===== config.mk =====
export PLATFORM = sky130hd
export DESIGN_NAME = i2s_dac_tx
export DESIGN_NICKNAME = d
export VERILOG_FILES = /design/src/rtl/audipus_pkg.sv /design/src/rtl/i2s_bclk_gen.sv /design/src/rtl/i2s_dac_tx.sv
export SDC_FILE = /design/constraint.sdc
export NUM_CORES = 1
export LEC_CHECK = 0
export BUFFER_PORTS_ARGS = -buffer_cell sky130_fd_sc_hd__clkbuf_2
export CORE_MARGIN = 2
export CORE_UTILIZATION = 50
export CTS_CLUSTER_DIAMETER = 30
export DETAILED_ROUTE_END_ITERATION = 10
export GPL_ROUTABILITY_DRIVEN = 0
export GPL_TIMING_DRIVEN = 0
export PLACE_DENSITY = 0.7
export SLEW_MARGIN = 30
export SYNTH_ARGS = -nofsm -noshare
export SYNTH_HDL_FRONTEND = slang
export SYNTH_SLANG_ARGS = --single-unit

===== constraint.sdc =====
create_clock -name i_clk -period 3.8 [get_ports i_clk]
set_clock_uncertainty 0.05 [all_clocks]
set_input_delay 0.19 -clock i_clk [delete_from_list [all_inputs] [get_ports i_clk]]
set_output_delay 0.19 -clock i_clk [all_outputs]
set_load 0.05 [all_outputs]

===== src/rtl/audipus_pkg.sv =====
// Shared audio-path constants and the stereo sample pair type.
package audipus_pkg;

    localparam int SAMPLE_BITS_DFLT = 24;
    localparam int SLOT_BITS_DFLT   = 32;
    localparam int FRAME_BITS       = 2 * SLOT_BITS_DFLT;

    typedef struct packed {
        logic [SAMPLE_BITS_DFLT-1:0] left;
        logic [SAMPLE_BITS_DFLT-1:0] right;
    } sample_pair_t;

endpackage


===== src/rtl/i2s_bclk_gen.sv =====
// Bit-clock divider: bclk = clk/(2*BCLK_HALF), with single-clk edge strobes
// that coincide with the clock edge on which bclk toggles.
module i2s_bclk_gen #(
    parameter int BCLK_HALF = 8
) (
    input  logic i_clk,
    input  logic i_reset,
    input  logic i_enable,
    output logic o_bclk,
    output logic o_fall_stb,
    output logic o_rise_stb
);
    localparam int DW = (BCLK_HALF > 2) ? $clog2(BCLK_HALF) : 1;

    logic [DW-1:0] r_div_cnt;
    logic          w_tc;

    assign w_tc       = i_enable && (r_div_cnt == DW'(BCLK_HALF - 1));
    assign o_fall_stb = w_tc && o_bclk;
    assign o_rise_stb = w_tc && !o_bclk;

    always_ff @(posedge i_clk or posedge i_reset) begin
        if (i_reset) begin
            r_div_cnt <= '0;
            o_bclk    <= 1'b0;
        end else if (!i_enable) begin
            r_div_cnt <= '0;
            o_bclk    <= 1'b0;
        end else if (w_tc) begin
            r_div_cnt <= '0;
            o_bclk    <= !o_bclk;
        end else begin
            r_div_cnt <= r_div_cnt + 1'b1;
        end
    end

endmodule


===== src/rtl/i2s_dac_tx.sv =====
// I2S master transmitter for the PCM1792: one-deep hold register feeding a
// frame register serialised MSB-first. Optional I2S_TX_UNDERRUN_CNT_EN adds a
// saturating underrun counter port.
module i2s_dac_tx
    import audipus_pkg::*;
#(
    parameter int BCLK_HALF   = 8,
    parameter int SAMPLE_BITS = SAMPLE_BITS_DFLT,
    parameter int SLOT_BITS   = SLOT_BITS_DFLT
) (
    input  logic                   i_clk,
    input  logic                   i_reset,
    input  logic                   i_enable,
    input  logic                   i_mute,
    input  logic                   i_in_valid,
    output logic                   o_in_ready,
    input  logic [SAMPLE_BITS-1:0] i_in_left,
    input  logic [SAMPLE_BITS-1:0] i_in_right,
    output logic                   o_dac_bclk,
    output logic                   o_dac_lrclk,
    output logic                   o_dac_data,
    output logic                   o_frame_start,
    output logic                   o_underrun
`ifdef I2S_TX_UNDERRUN_CNT_EN
    ,
    output logic [15:0]            o_underrun_cnt
`endif
);
    localparam int FRAME_W = 2 * SLOT_BITS;
    localparam int KW      = $clog2(FRAME_W);

    logic                   w_fall_stb;
    logic                   w_load;
    logic                   w_accept;
    logic [KW-1:0]          w_k_next;
    logic [KW-1:0]          w_idx;
    logic [FRAME_W-1:0]     w_frame_new;

    logic                   r_started;
    logic [KW-1:0]          r_bit_cnt;
    logic [FRAME_W-1:0]     r_frame;
    logic                   r_hold_full;
    logic [SAMPLE_BITS-1:0] r_hold_l;
    logic [SAMPLE_BITS-1:0] r_hold_r;

    i2s_bclk_gen #(.BCLK_HALF(BCLK_HALF)) u_bclk_gen (
        .i_clk      (i_clk),
        .i_reset    (i_reset),
        .i_enable   (i_enable),
        .o_bclk     (o_dac_bclk),
        .o_fall_stb (w_fall_stb),
        .o_rise_stb ()
    );

    // The first fall strobe after enable is forced to k=0 so it always loads a frame.
    always_comb begin
        w_accept = i_in_valid && o_in_ready;
        if (!r_started || (r_bit_cnt == KW'(FRAME_W - 1)))
            w_k_next = '0;
        else
            w_k_next = r_bit_cnt + 1'b1;
        w_load = w_fall_stb && (w_k_next == '0);
        // Bit k carries frame bit FRAME_W-k; k=0 reads the old frame's pad LSB.
        w_idx = (w_k_next == '0) ? '0 : KW'(FRAME_W) - w_k_next;
        w_frame_new = '0;
        if (r_hold_full && !i_mute)
            w_frame_new = (FRAME_W'(r_hold_l) << (FRAME_W - SAMPLE_BITS))
                        | (FRAME_W'(r_hold_r) << (SLOT_BITS - SAMPLE_BITS));
    end

    always_ff @(posedge i_clk or posedge i_reset) begin
        if (i_reset) begin
            r_hold_full <= 1'b0;
            o_in_ready  <= 1'b1;
            r_hold_l    <= '0;
            r_hold_r    <= '0;
        end else if (w_accept) begin
            r_hold_l    <= i_in_left;
            r_hold_r    <= i_in_right;
            r_hold_full <= 1'b1;
            o_in_ready  <= 1'b0;
        end else if (w_load && r_hold_full) begin
            r_hold_full <= 1'b0;
            o_in_ready  <= 1'b1;
        end
    end

    always_ff @(posedge i_clk or posedge i_reset) begin
        if (i_reset) begin
            r_started     <= 1'b0;
            r_bit_cnt     <= '0;
            r_frame       <= '0;
            o_dac_lrclk   <= 1'b0;
            o_dac_data    <= 1'b0;
            o_frame_start <= 1'b0;
            o_underrun    <= 1'b0;
        end else begin
            o_frame_start <= 1'b0;
            o_underrun    <= 1'b0;
            if (!i_enable) begin
                r_started   <= 1'b0;
                r_bit_cnt   <= '0;
                r_frame     <= '0;
                o_dac_lrclk <= 1'b0;
                o_dac_data  <= 1'b0;
            end else if (w_fall_stb) begin
                r_started   <= 1'b1;
                r_bit_cnt   <= w_k_next;
                o_dac_lrclk <= (w_k_next >= KW'(SLOT_BITS));
                o_dac_data  <= r_frame[w_idx];
                if (w_load) begin
                    r_frame       <= w_frame_new;
                    o_frame_start <= 1'b1;
                    o_underrun    <= !r_hold_full;
                end
            end
        end
    end

`ifdef I2S_TX_UNDERRUN_CNT_EN
    always_ff @(posedge i_clk or posedge i_reset) begin
        if (i_reset)
            o_underrun_cnt <= '0;
        else if (w_load && !r_hold_full && (o_underrun_cnt != 16'hFFFF))
            o_underrun_cnt <= o_underrun_cnt + 16'd1;
    end
`endif

endmodule


==> results of run 1 <==
## cells by family (layout without fill, tap and decap cells)
| kind of cell | count (synthesis) | in the layout | synth area share |
|---|---|---|---|
| XOR/XNOR | 4 | 4 | 0.00719 |
| buffers and inverters | 25 | 166 | 0.0288 |
| flip-flops | 113 | 113 | 0.581 |
| multiplexers | 68 | 68 | 0.192 |
| adder cells (fa/ha/maj) | 4 | 4 | 0.0103 |
| AND/OR/NAND/NOR | 52 | 52 | 0.0547 |
| AO/OA/AOI/OAI | 78 | 78 | 0.126 |
## through the flow
step / hold WS (ps) / area (sq um) / power, W / setup slack (ps) / utilization
floorplan: 198 / 4870 / 0.00126 / 437 / -
global placement: 301 / 5330 / 0.00130 / -548 / 0.555
detailed placement: 245 / 5360 / 0.00130 / -153 / 0.559
CTS: 172 / 6430 / 0.00285 / 278 / 0.671
global route: 190 / 6440 / 0.00293 / 72.8 / 0.671
finish: 175 / 6440 / 0.00283 / 244 / 0.671
## cells in the mapped netlist (2+ instances only)
| library cell | instances | area share |
|---|---|---|
| and3b_1 | 2 | 0.0036 |
| nor3_1 | 4 | 0.0041 |
| mux2i_1 | 7 | 0.014 |
| mux4_1 | 11 | 0.059 |
| buf_6 | 3 | 0.0069 |
| inv_1 | 3 | 0.0023 |
| mux2_2 | 49 | 0.11 |
| dfrtp_1 | 112 | 0.58 |
| o21a_1 | 2 | 0.0031 |
| clkbuf_1 | 8 | 0.0062 |
| and2_1 | 3 | 0.0039 |
| o22ai_1 | 3 | 0.0039 |
| a21boi_0 | 2 | 0.0031 |
| o21ai_0 | 10 | 0.010 |
| buf_2 | 5 | 0.0051 |
| a22o_1 | 48 | 0.086 |
| buf_4 | 3 | 0.0046 |
| nand2b_1 | 2 | 0.0026 |
| a31o_2 | 2 | 0.0036 |
| nand3_1 | 12 | 0.012 |
| a21oi_1 | 6 | 0.0062 |
| ha_1 | 4 | 0.010 |
| xor2_1 | 4 | 0.0072 |
| nor2_1 | 6 | 0.0046 |
| nand2_1 | 16 | 0.012 |
## state kept, by name (all words and copies together) (netlist names)
register / cells
o_dac_lrclk: 1
r_hold_full: 1
r_started: 1
u_bclk_gen.r_div_cnt: 3
r_frame: 48
o_in_ready: 1
r_hold_l: 24
o_frame_start: 1
o_dac_data: 1
r_bit_cnt: 6
u_bclk_gen.o_bclk: 1
r_hold_r: 24
o_underrun: 1
## report_power, final
| part | internal [W] | leakage (nW) | switching [W] |
|---|---|---|---|
| clock | 0.000936 | 0.259 | 0.000572 |
| sequential | 0.00121 | 1.57 | 0.00000113 |
| combinational | 0.0000609 | 1.35 | 0.0000531 |
| total | 0.00220 | 3.18 | 0.000626 |
## cell type report
cell class | count | share of cell area
Buffer | 20 | 0.0179
Clock buffer | 17 | 0.0643
Clock inverter | 15 | 0.0251
Inverter | 4 | 0.00311
Multi-Input combinational cell | 206 | 0.296
Sequential cell | 113 | 0.439
Tap cell | 133 | 0.0259
Timing Repair Buffer | 110 | 0.129
## metal layers
layer	up-vias	global-route usage	part of all wire
met2	64	0.363	0.51
met1	1663	0.273	0.44
met3	10	0.0542	0.035
met4	0	0.0779	0.011
li1	1549	-	-
met5	-	0	0
## worst max-delay path, delay by kind of cell, from the launching register on
kind,cells,cell delay [ps]
compound gates,3,660
flops,1,500
mux,1,380
fa+ha+maj,2,500
xor+xnor,1,810
buf+inv,2,260
simple gates,3,280
## cells in the final DEF, fill, tap and decap left out, types with 2 or more instances in the layout
cell type / instances
nand3_1: 12
clkbuf_16: 16
o21ai_0: 10
a21boi_0: 2
nor2_1: 6
ha_1: 3
dlygate4sd3_1: 51
buf_6: 3
a21oi_1: 6
mux4_1: 11
nor3_1: 4
inv_6: 4
bufinv_16: 2
a31o_2: 2
nand2b_1: 2
nand2_1: 16
clkinv_4: 2
inv_1: 2
clkinvlp_4: 7
mux2i_1: 7
and2_1: 3
clkbuf_1: 8
dfrtp_1: 112
and3b_1: 2
xor2_1: 4
buf_4: 3
buf_2: 5
mux2_2: 49
o22ai_1: 3
clkbuf_2: 58
o21a_1: 2
a22o_1: 48
## worst paths after layout
path	endpoint	startpoint	depth (start not counted)	slack (ps)
min reg2reg	u_bclk_gen.r_div_cnt[0]$_DFF_PP0_	u_bclk_gen.r_div_cnt[0]$_DFF_PP0_	1	390
max	o_dac_data$_DFFE_PP0P_	r_bit_cnt[0]$_DFFE_PP0P_	12	240
min in group asynchronous	r_hold_r[15]$_DFFE_PP0P_	i_reset	3	250
max in group asynchronous	o_in_ready$_DFFE_PP1P_	i_reset	4	2750
min	r_frame[58]$_DFFE_PP0P_	i_mute	4	170
max reg2reg	o_dac_data$_DFFE_PP0P_	r_bit_cnt[0]$_DFFE_PP0P_	12	240
## what timing repair did
item / 4_1_cts / 5_1_grt
resized for setup: 0 / 1
endpoints found under the setup margin: 1 / 1
hold buffers: 51 / 0
endpoints found under the hold margin: 109 / 0
==> results.md, run 1 <==
- Outcome: finished, final reports clean
- Initial Utilization: 0.508
- Post-route DRC violation count: 0
- Worst Path Required: 4130 ps
- Area Growth Syn to Fin: 32.2%
- Worst Setup Start Kind: flop
- Root buffer cell: clkbuf_8
- Relative slew slack: 0.320
- Peak Freq: between 0.2 and 0.3 GHz
- H-Tree Depth: 4
- Worst path cell trace: ha_2, nand2_1, o21ai_4, nor2_4, buf_6, inv_1, ha_1, xor2_1, mux2i_1, o22ai_1, a311oi_1, nor3_1
- Final period util: 0.936
- Largest net degree at the start of global routing: 61
- Worst Hold Class: primary input to flop
- Congestion Overflow GR: 0
- First-pass GRT wire length: 17,100 microns
- Setup TNS: 0 ps
- Post-CTS Setup Bufs: 0
- Crit end category: flop
- Slew Viols, Final: 0
- Routed WL per cell: 16.6 microns
- YS warnings: 0
- Cts bufs inserted: 17
- Syn_area_per_cell: between 10 and 15 sq um
- Total wire length: ~10,000 microns
- Clk sink count: between 100 and 150
- Power Dens Cells: 440 nW/um^2
- Sequential fraction of the synthesis area: 0.581
- Fillers: roughly 680
- Synthesized area: 4870 sq um
- Syn_nets: 401
- Max incr delay on CP: 810 ps
- Slowest library cell on the worst path: xor2_1
- # diodes: 0
- Data arrival, critical path: 3890 ps
- Critical path peak fanout: 10
- # port buffers: 58
- IO Pins: 59
- Deepest clock path buffer count: 2
- FP Rows: 36
- Register area: about 2800 sq um
- Post-synth EDFFs: 0
- RSZ-0062 raised after global routing: false
- Detail Placement HPWL: between 6000 and 7000 microns
- Worst Tran Pin Value: 1020 ps
- Post-DRT Antenna Nets: 0
- Worst-Skew Late Latency: approximately 510 ps
- WS Path Type: flop to flop
- Period minus WS final: 3560 ps
- Die ar.: 10,500 sq um
- Final setup fails: 0
- Layout cells sized above 1: 0.336
- Max-Cap Viols: 0
- Synth Register Bits: 113
- Vias: 3,286
- Drt pass-1 iters: 4
- Synth Flop Type: dfrtp_1
- TritonCTS clock tree: built
- Die X-Extent: a little over 100 microns
- DR vias/cell: 5.32
- Area of the multi-input gates: 1900 sq um
- Pleak: 3.18 nW
- Final Hold Viols: 0
- Layout Cells excl Fill: 618
- Number of global-route vias before repair: between 3,000 and 4,000
- Ys async rst share: 1.00
- Final net count: between 500 and 600
- Worst vdd ir: around 0.32 mV
- Inst Count DP: 536
- Gr usage total: 0.216
- Distinct cells, synth: 42
- Initial DRC count: 156
- Clk slew on worst S/H paths: 60 ps
- Core Region: 9590 sq um
- Initial antenna violation count: 0
- Syn Inst Count: ~340
- Die height: approximately 100 microns
Note: power is estimated with default switching activity, not from simulation.
==> run 2: changes to the inputs <==
- CAP_MARGIN: default -> 20
- CELL_PAD_IN_SITES_DETAIL_PLACEMENT: default -> 1
- CELL_PAD_IN_SITES_GLOBAL_PLACEMENT: default -> 1
- CORE_UTILIZATION: 50 -> 48
- PLACE_DENSITY: 0.7 -> default
- PLACE_DENSITY_LB_ADDON: default -> 0.1
==> run 2 against run 1 <==
Against the previous run:
- non-clock buffer count is the same
- sequential share of layout area shrank 0.23 points
- global-route usage grew 4.5 points
- register-to-register slack gained 40 ps
- utilization shrank 1.2 points
- sequential power is essentially flat
- clock-buffer cell count grew 6
- final cell count is the same
- maximum frequency grew 1.1%
- total power grew 3.9%
- critical endpoint is now r_frame[22]$_DFFE_PP0P_
- largest cell class unchanged
==> results.md, run 2 (synthesis results as in run 1) <==
- Post-DRT Antenna Nets: 0
- RR Startpoint: r_bit_cnt[0]$_DFFE_PP0P_
- Cts bufs inserted: 17
- Final period util: 0.926
- Inst Count DP: 536
- Worst Tran Pin Value: a little under 700 ps
- Critical path peak fanout: 10
- Number of global-route vias before repair: between 3,000 and 4,000
- Layout cells sized above 1: 0.334
- Worst-Skew Late Latency: 530 ps
- Peak Freq: 0.284 GHz
- Initial antenna violation count: 0
- Die X-Extent: 105 microns
- Drt pass-1 iters: 5
- TritonCTS clock tree: built
- Register area: about 2800 sq um
- Die ar.: 11,000 sq um
- Area Growth Syn to Fin: 32.9%
- Slowest library cell on the worst path: dfrtp_1
- Int Pwr: 0.00232 W
- # diodes: 0
- Reg-to-reg slack, setup: approximately 280 ps
- IO Pins: 59
- Worst path cell trace: ha_2, nand2_1, o21ai_4, nor2_4, buf_6, inv_1, ha_1, a21bo_2, nor3_1, nand2_1, inv_2, nand2_1, nor2_2, buf_4, buf_4, a22o_1
- Max-Cap Viols: 0
- Worst Setup Start Kind: flop
- Deepest clock path buffer count: 2
- Initial DRC count: 141
- Power Dens Cells: ~450 nW/um^2
- Crit path top cell by count: nand2_1
- Reg power frac: 0.411
- Largest net degree at the start of global routing: between 80 and 90
- Initial Utilization: 0.496
- Clk sink count: 113
- Worst Hold Class: primary input to async pin
- Post-CTS Setup Bufs: 0
- RSZ-0062 raised after global routing: false
- Switch share: 0.212
- Pleak: ~3.2 nW
- Max incr delay on CP: 490 ps
- Number of flip-flops in the largest register: 48
- Post-route DRC violation count: 0
- Reg-to-Reg End: r_frame[22]$_DFFE_PP0P_
- WS Path Type: flop to flop
- Dpl cell area: approximately 5400 sq um
- Core Region: roughly 9800 sq um
- Worst Path Required: 4220 ps
- Worst R2R Path Depth: 16
- Outcome: finished, final reports clean
- Period minus WS final: 3520 ps
- Total wire length: 13,100 microns
- Clock power share: 0.549
- Vias: 3,444
- Worst Setup Slack, final: 282 ps
- Worst vdd ir: 0.384 mV
- Final net count: 529
- First-pass GRT wire length: 21,500 microns
- FP Rows: 36
- Most frequent cells in the layout: dfrtp_1, clkbuf_2, dlygate4sd3_1, mux2_2, a22o_1
- Clk slew on worst S/H paths: ~50 ps
- Sw power: 0.000622 W
- H-Tree Depth: 4
- Crit end category: flop
- Final setup fails: 0
- Relative slew slack: 0.549
- Combinational cell fraction of total power: 0.040
- Biggest regs: r_frame: 48 flops, r_hold_l: 24 flops, r_hold_r: 24 flops
- Gr usage total: 0.261
- Routed WL per cell: around 21 microns
- DR vias/cell: 5.57
- Final Hold Viols: 0
- Fillers: 969
- # port buffers: 58
- Die height: 105 microns
- Area of the multi-input gates: 1910 sq um
- Root buffer cell: clkbuf_8
- Data arrival, critical path: between 3000 and 4000 ps
- Pre-CTS WS: -254 ps
- Commonest non-fill, non-tap cell in the layout: dfrtp_1
- Layout Cells excl Fill: 618
- Setup TNS: 0 ps
- Congestion Overflow GR: 0
- Most flops, register: r_frame
- Detail Placement HPWL: 7460 microns
- Slew Viols, Final: 0
- Fin area: 6470 sq um
-- run 2: changes by cell type in the layout (fill, tap and decap cells not counted) --
cell / change
bufinv_16: +1
clkbuf_1: +3
clkbuf_8: +3
clkinv_2: +2
clkinvlp_4: -6
inv_6: -4
inv_8: +1
nor2_1: -1
nor2_2: +1
xor2_1: -1
xor2_2: +1
-- run 2: critical path, delay by kind of cell (launching register included) --
| kind | cells | cell delay, ps |
|---|---|---|
| flops | 1 | 490 |
| buf+inv | 5 | 790 |
| simple gates | 6 | 870 |
| compound gates | 3 | 690 |
| fa+ha+maj | 2 | 560 |
-- run 2: worst max path at each step --
| stage | to | startpoint |
|---|---|---|
| final | r_frame[22]$_DFFE_PP0P_ | r_bit_cnt[0]$_DFFE_PP0P_ |
| after global routing | r_frame[15]$_DFFE_PP0P_ | r_bit_cnt[0]$_DFFE_PP0P_ |
| after CTS | o_dac_data$_DFFE_PP0P_ | r_bit_cnt[0]$_DFFE_PP0P_ |
| after detailed placement | o_dac_data$_DFFE_PP0P_ | r_bit_cnt[0]$_DFFE_PP0P_ |
| after global placement | r_hold_l[8]$_DFFE_PP0P_ | i_reset |
| after floorplan | o_dac_data$_DFFE_PP0P_ | r_bit_cnt[0]$_DFFE_PP0P_ |
-- run 2: cell type report --
cell class,count,share of cell area
Sequential cell,113,0.437
Inverter,4,0.00348
Tap cell,133,0.0257
Multi-Input combinational cell,206,0.296
Clock inverter,9,0.0201
Clock buffer,23,0.0721
Timing Repair Buffer,110,0.128
Buffer,20,0.0178
-- run 2: routing by layer --
layer / routed length (microns) / global-route usage / up-vias
met1: 5150 / 0.304 / 1778
li1: - / - / 1553
met5: 0 / 0 / -
met2: 7180 / 0.467 / 89
met4: 279 / 0.0990 / 0
met3: 480 / 0.0586 / 24
-- run 2: what timing repair did --
item                       4_1_cts  5_1_grt
hold buffers                    51        0
cloned                           0        0
resized for setup                0        2
hold endpoints to repair       163        0
setup endpoints to repair        1       38
-- run 2: power by group through the flow --
stage | clock network, W | registers [W] | logic, W
floorplan | 0 | 0.00123 | 0.0000301
global placement | 0 | 0.00123 | 0.0000674
detailed placement | 0 | 0.00123 | 0.0000749
CTS | 0.00162 | 0.00121 | 0.000117
global route | 0.00168 | 0.00121 | 0.000131
finish | 0.00161 | 0.00121 | 0.000118
-- run 2: metrics by stage --
stage | util | hold slack, ps | power, W
floorplan | - | 198 | 0.00126
detailed placement | 0.546 | 109 | 0.00130
finish | 0.659 | 121 | 0.00294
CTS | 0.658 | 102 | 0.00295
global route | 0.659 | 145 | 0.00302
global placement | 0.542 | 301 | 0.00130
